<file path="config.mk">
export PLATFORM = sky130hd
export DESIGN_NAME = writeback_stage
export DESIGN_NICKNAME = d
export VERILOG_FILES = /design/src/rtl/rvga_types_pkg.sv /design/src/rtl/writeback_stage_load_align.sv /design/src/rtl/writeback_stage.sv
export SDC_FILE = /design/constraint.sdc
export NUM_CORES = 1
export LEC_CHECK = 0
export BUFFER_PORTS_ARGS = -buffer_cell sky130_fd_sc_hd__buf_2
export CORE_ASPECT_RATIO = 1.4
export CORE_UTILIZATION = 42
export CTS_CLUSTER_DIAMETER = 60
export DETAILED_ROUTE_END_ITERATION = 8
export MAX_ROUTING_LAYER = met4
export PLACE_DENSITY_LB_ADDON = 0.12
export SYNTH_ARGS = -nofsm -noshare
export SYNTH_HDL_FRONTEND = slang
export SYNTH_SLANG_ARGS = --single-unit
</file>
<file path="constraint.sdc">
create_clock -name clk_i -period 11.9 [get_ports clk_i]
set_clock_uncertainty 0.2 [all_clocks]
set_input_delay 1.19 -clock clk_i [delete_from_list [all_inputs] [get_ports clk_i]]
set_output_delay 1.19 -clock clk_i [all_outputs]
set_load 0.02 [all_outputs]
</file>
<file path="src/rtl/rvga_types_pkg.sv">
// Shared pipeline types: the memory-stage control word and the encodings the
// writeback stage depends on.
package rvga_types;

   localparam int rvga_pc_width_gp       = 32;
   localparam int rvga_reg_addr_width_gp = 5;
   localparam int rvga_word_width_gp     = 32;

   typedef enum logic [2:0] {
      LB  = 3'b000,
      LH  = 3'b001,
      LW  = 3'b010,
      LBU = 3'b100,
      LHU = 3'b101
   } rvga_load_funct3;

   typedef enum logic [0:0] {
      IDLE      = 1'b0,
      LOAD_WAIT = 1'b1
   } rvga_wb_state;

   typedef struct packed {
      logic [rvga_pc_width_gp-1:0]       pc;
      logic [rvga_reg_addr_width_gp-1:0] rd;
      logic                              rd_w_v;
      logic                              dmem_r_v;
      logic [2:0]                        funct3;
      logic [1:0]                        addr_lo;
      logic [rvga_word_width_gp-1:0]     result;
   } rvga_memory_cword;

endpackage

</file>
<file path="src/rtl/writeback_stage_load_align.sv">
// Selects the addressed byte/halfword of a raw data-memory word and sign- or
// zero-extends it according to the load funct3.
module load_align
   import rvga_types::*;
#(
   parameter int word_width_p = 32
) (
   input  logic [2:0]              funct3_i,
   input  logic [1:0]              addr_lo_i,
   input  logic [word_width_p-1:0] raw_i,
   output logic [word_width_p-1:0] data_o
);

   logic [7:0]  byte_sel;
   logic [15:0] half_sel;

   always_comb begin
      byte_sel = raw_i[{addr_lo_i, 3'b000} +: 8];
      // Halfword loads ignore the low address bit.
      half_sel = raw_i[{addr_lo_i[1], 4'b0000} +: 16];
      data_o   = raw_i;
      case (funct3_i)
         LB:      data_o = {{(word_width_p-8){byte_sel[7]}}, byte_sel};
         LBU:     data_o = {{(word_width_p-8){1'b0}}, byte_sel};
         LH:      data_o = {{(word_width_p-16){half_sel[15]}}, half_sel};
         LHU:     data_o = {{(word_width_p-16){1'b0}}, half_sel};
         default: data_o = raw_i;
      endcase
   end

endmodule

</file>
<file path="src/rtl/writeback_stage.sv">
// Final pipeline stage: retires control words onto the register-file write
// port, waits for load data when needed, counts retirements, flags timeouts.
module writeback_stage
   import rvga_types::*;
#(
   parameter int word_width_p    = 32,
   parameter int timeout_p       = 255,
   parameter int instret_width_p = 64
) (
   input  logic                       clk_i,
   input  logic                       rst_i,
   input  logic                       cword_v_i,
   input  rvga_memory_cword           cword_i,
   input  logic                       dmem_resp_v_i,
   input  logic [word_width_p-1:0]    dmem_resp_data_i,
   output logic                       stall_v_o,
   output logic [4:0]                 rd_o,
   output logic [word_width_p-1:0]    rd_data_o,
   output logic                       rd_w_v_o,
   output logic [instret_width_p-1:0] instret_o,
   output logic                       dmem_err_o
);

   localparam int cnt_width_lp = (timeout_p > 1) ? $clog2(timeout_p) : 1;
   localparam logic [cnt_width_lp-1:0] cnt_last_lp = cnt_width_lp'(timeout_p - 1);

   rvga_wb_state                state_q,   state_d;
   rvga_memory_cword            hold_q,    hold_d;
   logic [cnt_width_lp-1:0]     cnt_q,     cnt_d;
   logic [4:0]                  rd_q,      rd_d;
   logic [word_width_p-1:0]     rd_data_q, rd_data_d;
   logic                        rd_w_v_q,  rd_w_v_d;
   logic [instret_width_p-1:0]  instret_q, instret_d;
   logic                        err_q,     err_d;

   rvga_memory_cword            sel_cword;
   logic [word_width_p-1:0]     aligned_data;
   logic                        retire_v;

   // The aligner sees the held load while waiting, otherwise the incoming word.
   assign sel_cword = (state_q == LOAD_WAIT) ? hold_q : cword_i;

   load_align #(
      .word_width_p(word_width_p)
   ) u_load_align (
      .funct3_i (sel_cword.funct3),
      .addr_lo_i(sel_cword.addr_lo),
      .raw_i    (dmem_resp_data_i),
      .data_o   (aligned_data)
   );

   always_comb begin
      state_d   = state_q;
      hold_d    = hold_q;
      cnt_d     = cnt_q;
      rd_d      = rd_q;
      rd_data_d = rd_data_q;
      rd_w_v_d  = 1'b0;
      instret_d = instret_q;
      err_d     = err_q;
      retire_v  = 1'b0;

      case (state_q)
         IDLE: begin
            if (cword_v_i) begin
               if (!cword_i.dmem_r_v || dmem_resp_v_i) begin
                  retire_v = 1'b1;
               end else begin
                  hold_d  = cword_i;
                  cnt_d   = '0;
                  state_d = LOAD_WAIT;
               end
            end
         end
         LOAD_WAIT: begin
            if (dmem_resp_v_i) begin
               retire_v = 1'b1;
               state_d  = IDLE;
            end else if (cnt_q == cnt_last_lp) begin
               // Abandon the load: no write and it does not count as retired.
               err_d   = 1'b1;
               state_d = IDLE;
            end else begin
               cnt_d = cnt_q + cnt_width_lp'(1);
            end
         end
         default: state_d = IDLE;
      endcase

      if (retire_v) begin
         instret_d = instret_q + instret_width_p'(1);
         if (sel_cword.rd_w_v && (sel_cword.rd != 5'd0)) begin
            rd_w_v_d  = 1'b1;
            rd_d      = sel_cword.rd;
            rd_data_d = sel_cword.dmem_r_v ? aligned_data
                                           : word_width_p'(sel_cword.result);
         end
      end
   end

   always_ff @(posedge clk_i or posedge rst_i) begin
      if (rst_i) begin
         state_q   <= IDLE;
         hold_q    <= '0;
         cnt_q     <= '0;
         rd_q      <= '0;
         rd_data_q <= '0;
         rd_w_v_q  <= 1'b0;
         instret_q <= '0;
         err_q     <= 1'b0;
      end else begin
         state_q   <= state_d;
         hold_q    <= hold_d;
         cnt_q     <= cnt_d;
         rd_q      <= rd_d;
         rd_data_q <= rd_data_d;
         rd_w_v_q  <= rd_w_v_d;
         instret_q <= instret_d;
         err_q     <= err_d;
      end
   end

   assign stall_v_o  = (state_q == LOAD_WAIT);
   assign rd_o       = rd_q;
   assign rd_data_o  = rd_data_q;
   assign rd_w_v_o   = rd_w_v_q;
   assign instret_o  = instret_q;
   assign dmem_err_o = err_q;

endmodule

</file>
==> run metrics <==
status=completed; CTS tree=done; CTS Sinks=156; Leak=about 0.0043 uW; total gr overflow=0; Post-synth top flop=dfrtp_1; TritonCTS buffer count=17; Avg Inst Size Synth=~11 um^2; Layout Nets=~1000; Switching Share=0.321; maximum VDD drop=between 90 and 100 uV; largest net degree at the start of global routing=85; critical-path maximum fanout=70; Antenna Nets Post-Route=0; Synthesized Nets=~800; Clock power frac=0.337; layout cells sized above 1=0.324; I/O Buffers=approximately 180; RD Place Congestion=about 0.86; Pwr Total=1530 uW; Die Area=about 0.019 mm^2; Crit Path Class=flip-flop to flip-flop; post_cts resized=0; Logic pwr share=0.218; internal power=1040 uW; Slew @ Worst Pin=between 1000 and 1500 ps; total negative slack=0 ps; via count=just over 6000; DRC=0; global-route usage over all layers=0.230; H-tree Lvls=4; Setup-failing EPs final=0; row count=slightly below 60; initial core utilization=0.428; Max-slew headroom=0.208; RSZ-0062 raised after global routing=false; Yosys cell types=50; hpwl dp=14700 um; Register Area=between 0.003 and 0.004 mm^2; Initial DRT Pass Iterations=4; sequential element share of the synthesized area=0.507; Max-Cap Viols=0; clock buffer depth=2; CP Launch Type=flip-flop; FF+latch count, synth=roughly 160; Skew-Pair Late Insertion Delay=430 ps; initial antenna violation count=4; Mapped Area=slightly below 0.008 mm^2; Post-Syn Instances=708; Post-synth ARST share=1.00; PD cells=roughly 160 mW/mm^2; Worst-path clk slew=about 60 ps; CP Capture Type=flip-flop; final hold violations=0; fmax=~0.27 GHz; Die W=between 100 and 150 um; Vert. Die Dim=between 150 and 200 um; final worst path period need=around 3800 ps; Multi-input gate area=around 0.0036 mm^2; most common library cell in the layout ignoring fill and taps=buf_2; vias in the first global route=~6300; Post-Route WL=a little over 20000 um; switching pwr=~490 uW; Area growth, synth to finish=22.1%; FILL cells=between 1500 and 2000; Starting DRT DRC Count=around 340; WP data required=11950 ps; Post-CTS Hold Buffers=0; yosys synthesis warning count=0; first-pass GRT wire length=32100 um; Core ar.=0.0180 mm^2; routed len/inst=between 15 and 20 um; commonest cells after routing, fill and taps aside=buf_2 (183), dfrtp_1 (155), nand2_1 (58); Via-to-Cell Ratio=5.44; Post-synth EDFFs=0; worst min path class=flip-flop to flip-flop; Critical Path AT=~3800 ps; setup bufs post-CTS=0; fin crit share=0.317; Clock Tree Root=clkbuf_16; final slew viol count=0; sequential power share=0.445; I/O pin total=approximately 220
-- cells in the mapped netlist (all sizes together) (2+ instances only) --
master,count,share of area
dfrtp,156,0.51
nand2,58,0.028
xnor2,54,0.061
nor2,50,0.024
mux2,47,0.069
nand3,33,0.021
mux2i,31,0.040
a211oi,25,0.024
nor2b,24,0.019
clkbuf,19,0.0093
nand4,19,0.015
o21ai,18,0.012
nor3,17,0.012
a2111oi,16,0.018
buf,15,0.011
o22ai,15,0.012
xor2,15,0.017
and3,12,0.0097
inv,12,0.0058
and4,10,0.011
a221oi,8,0.0091
nor4,6,0.0068
o221a,6,0.0088
a21oi,5,0.0032
and2,4,0.0032
or2,4,0.0032
a22o,3,0.0034
ha,3,0.0049
or4,3,0.0029
nand2b,2,0.0016
o21bai,2,0.0019
o31ai,2,0.0019
or3,2,0.0016
-- cell type report --
| class | count | area share |
|---|---|---|
| sequential | 156 | 0.415 |
| multi-input combinational | 506 | 0.383 |
| timing repair buffer | 191 | 0.104 |
| clock buffer | 19 | 0.0482 |
| tap | 240 | 0.0319 |
| clock inverter | 13 | 0.0112 |
| inverter | 12 | 0.00532 |
| antenna | 4 | 0.00106 |
-- registers in the layout, summed over array words and instances (netlist names) --
name        count
hold_q         44
rd_o            5
cnt_q           8
stall_v_o       1
rd_w_v_o        1
instret_o      64
dmem_err_o      1
rd_data_o      32
-- through the flow --
stage / util / cell area, um^2 / hold slack, ps / instances / setup slack, ps
final: 0.523 / 9410 / 275 / 1141 / 8130
after global placement: 0.491 / 8840 / 254 / 1105 / 7850
after global routing: 0.523 / 9410 / 307 / 1141 / 7910
after floorplan: - / 7700 / 275 / 708 / 6300
after detailed placement: 0.491 / 8840 / 271 / 1105 / 7800
after CTS: 0.522 / 9400 / 287 / 1137 / 8100
-- routing by layer --
layer	GRT usage	up-vias	wire, um
met5	-	-	0
met4	0.0822	0	414
met3	0.0604	22	1280
met2	0.394	193	10400
met1	0.255	3053	8240
li1	-	2936	-
-- kinds of logic (layout without fill, tap and decap cells) --
logic type | after synthesis | in the layout | synth area share
compound gates | 108 | 108 | 0.107
xor+xnor | 69 | 69 | 0.0784
fa+ha+maj | 3 | 3 | 0.00487
buf+inv | 46 | 235 | 0.0261
flops | 156 | 156 | 0.507
mux | 79 | 79 | 0.112
other cells | 0 | 4 | 0
simple gates | 247 | 247 | 0.165
-- worst paths after layout --
check / startpoint / end / slack, ps / depth (start not counted)
setup / recovery: stall_v_o$_DFF_PP0_ / rd_data_o[17]$_DFFE_PP0P_ / 8130 / 6
hold / removal: dmem_err_o$_DFFE_PP0P_ / dmem_err_o$_DFFE_PP0P_ / 280 / 1
setup reg to reg: stall_v_o$_DFF_PP0_ / rd_data_o[17]$_DFFE_PP0P_ / 8130 / 6
hold reg to reg: dmem_err_o$_DFFE_PP0P_ / dmem_err_o$_DFFE_PP0P_ / 280 / 1
max in group asynchronous: rst_i / instret_o[11]$_DFFE_PP0P_ / 9350 / 3
min in group asynchronous: rst_i / hold_q[9]$_DFFE_PP0P_ / 690 / 2
-- critical path, cell delays in order (launching register included) --
cell and delay (ps):
dfrtp_2 500, buf_4 670, mux2i_1 410, mux4_2 550, and3b_1 300, a311oi_4 780, a211oi_1 170
-- power groups by stage --
stage	clock (uW)	sequential (uW)	combinational, uW
after floorplan	0	743	157
after global placement	0	682	332
after detailed placement	0	689	337
after CTS	528	679	338
after global routing	551	691	365
final	515	679	333
Note: power is estimated with default switching activity, not from simulation.
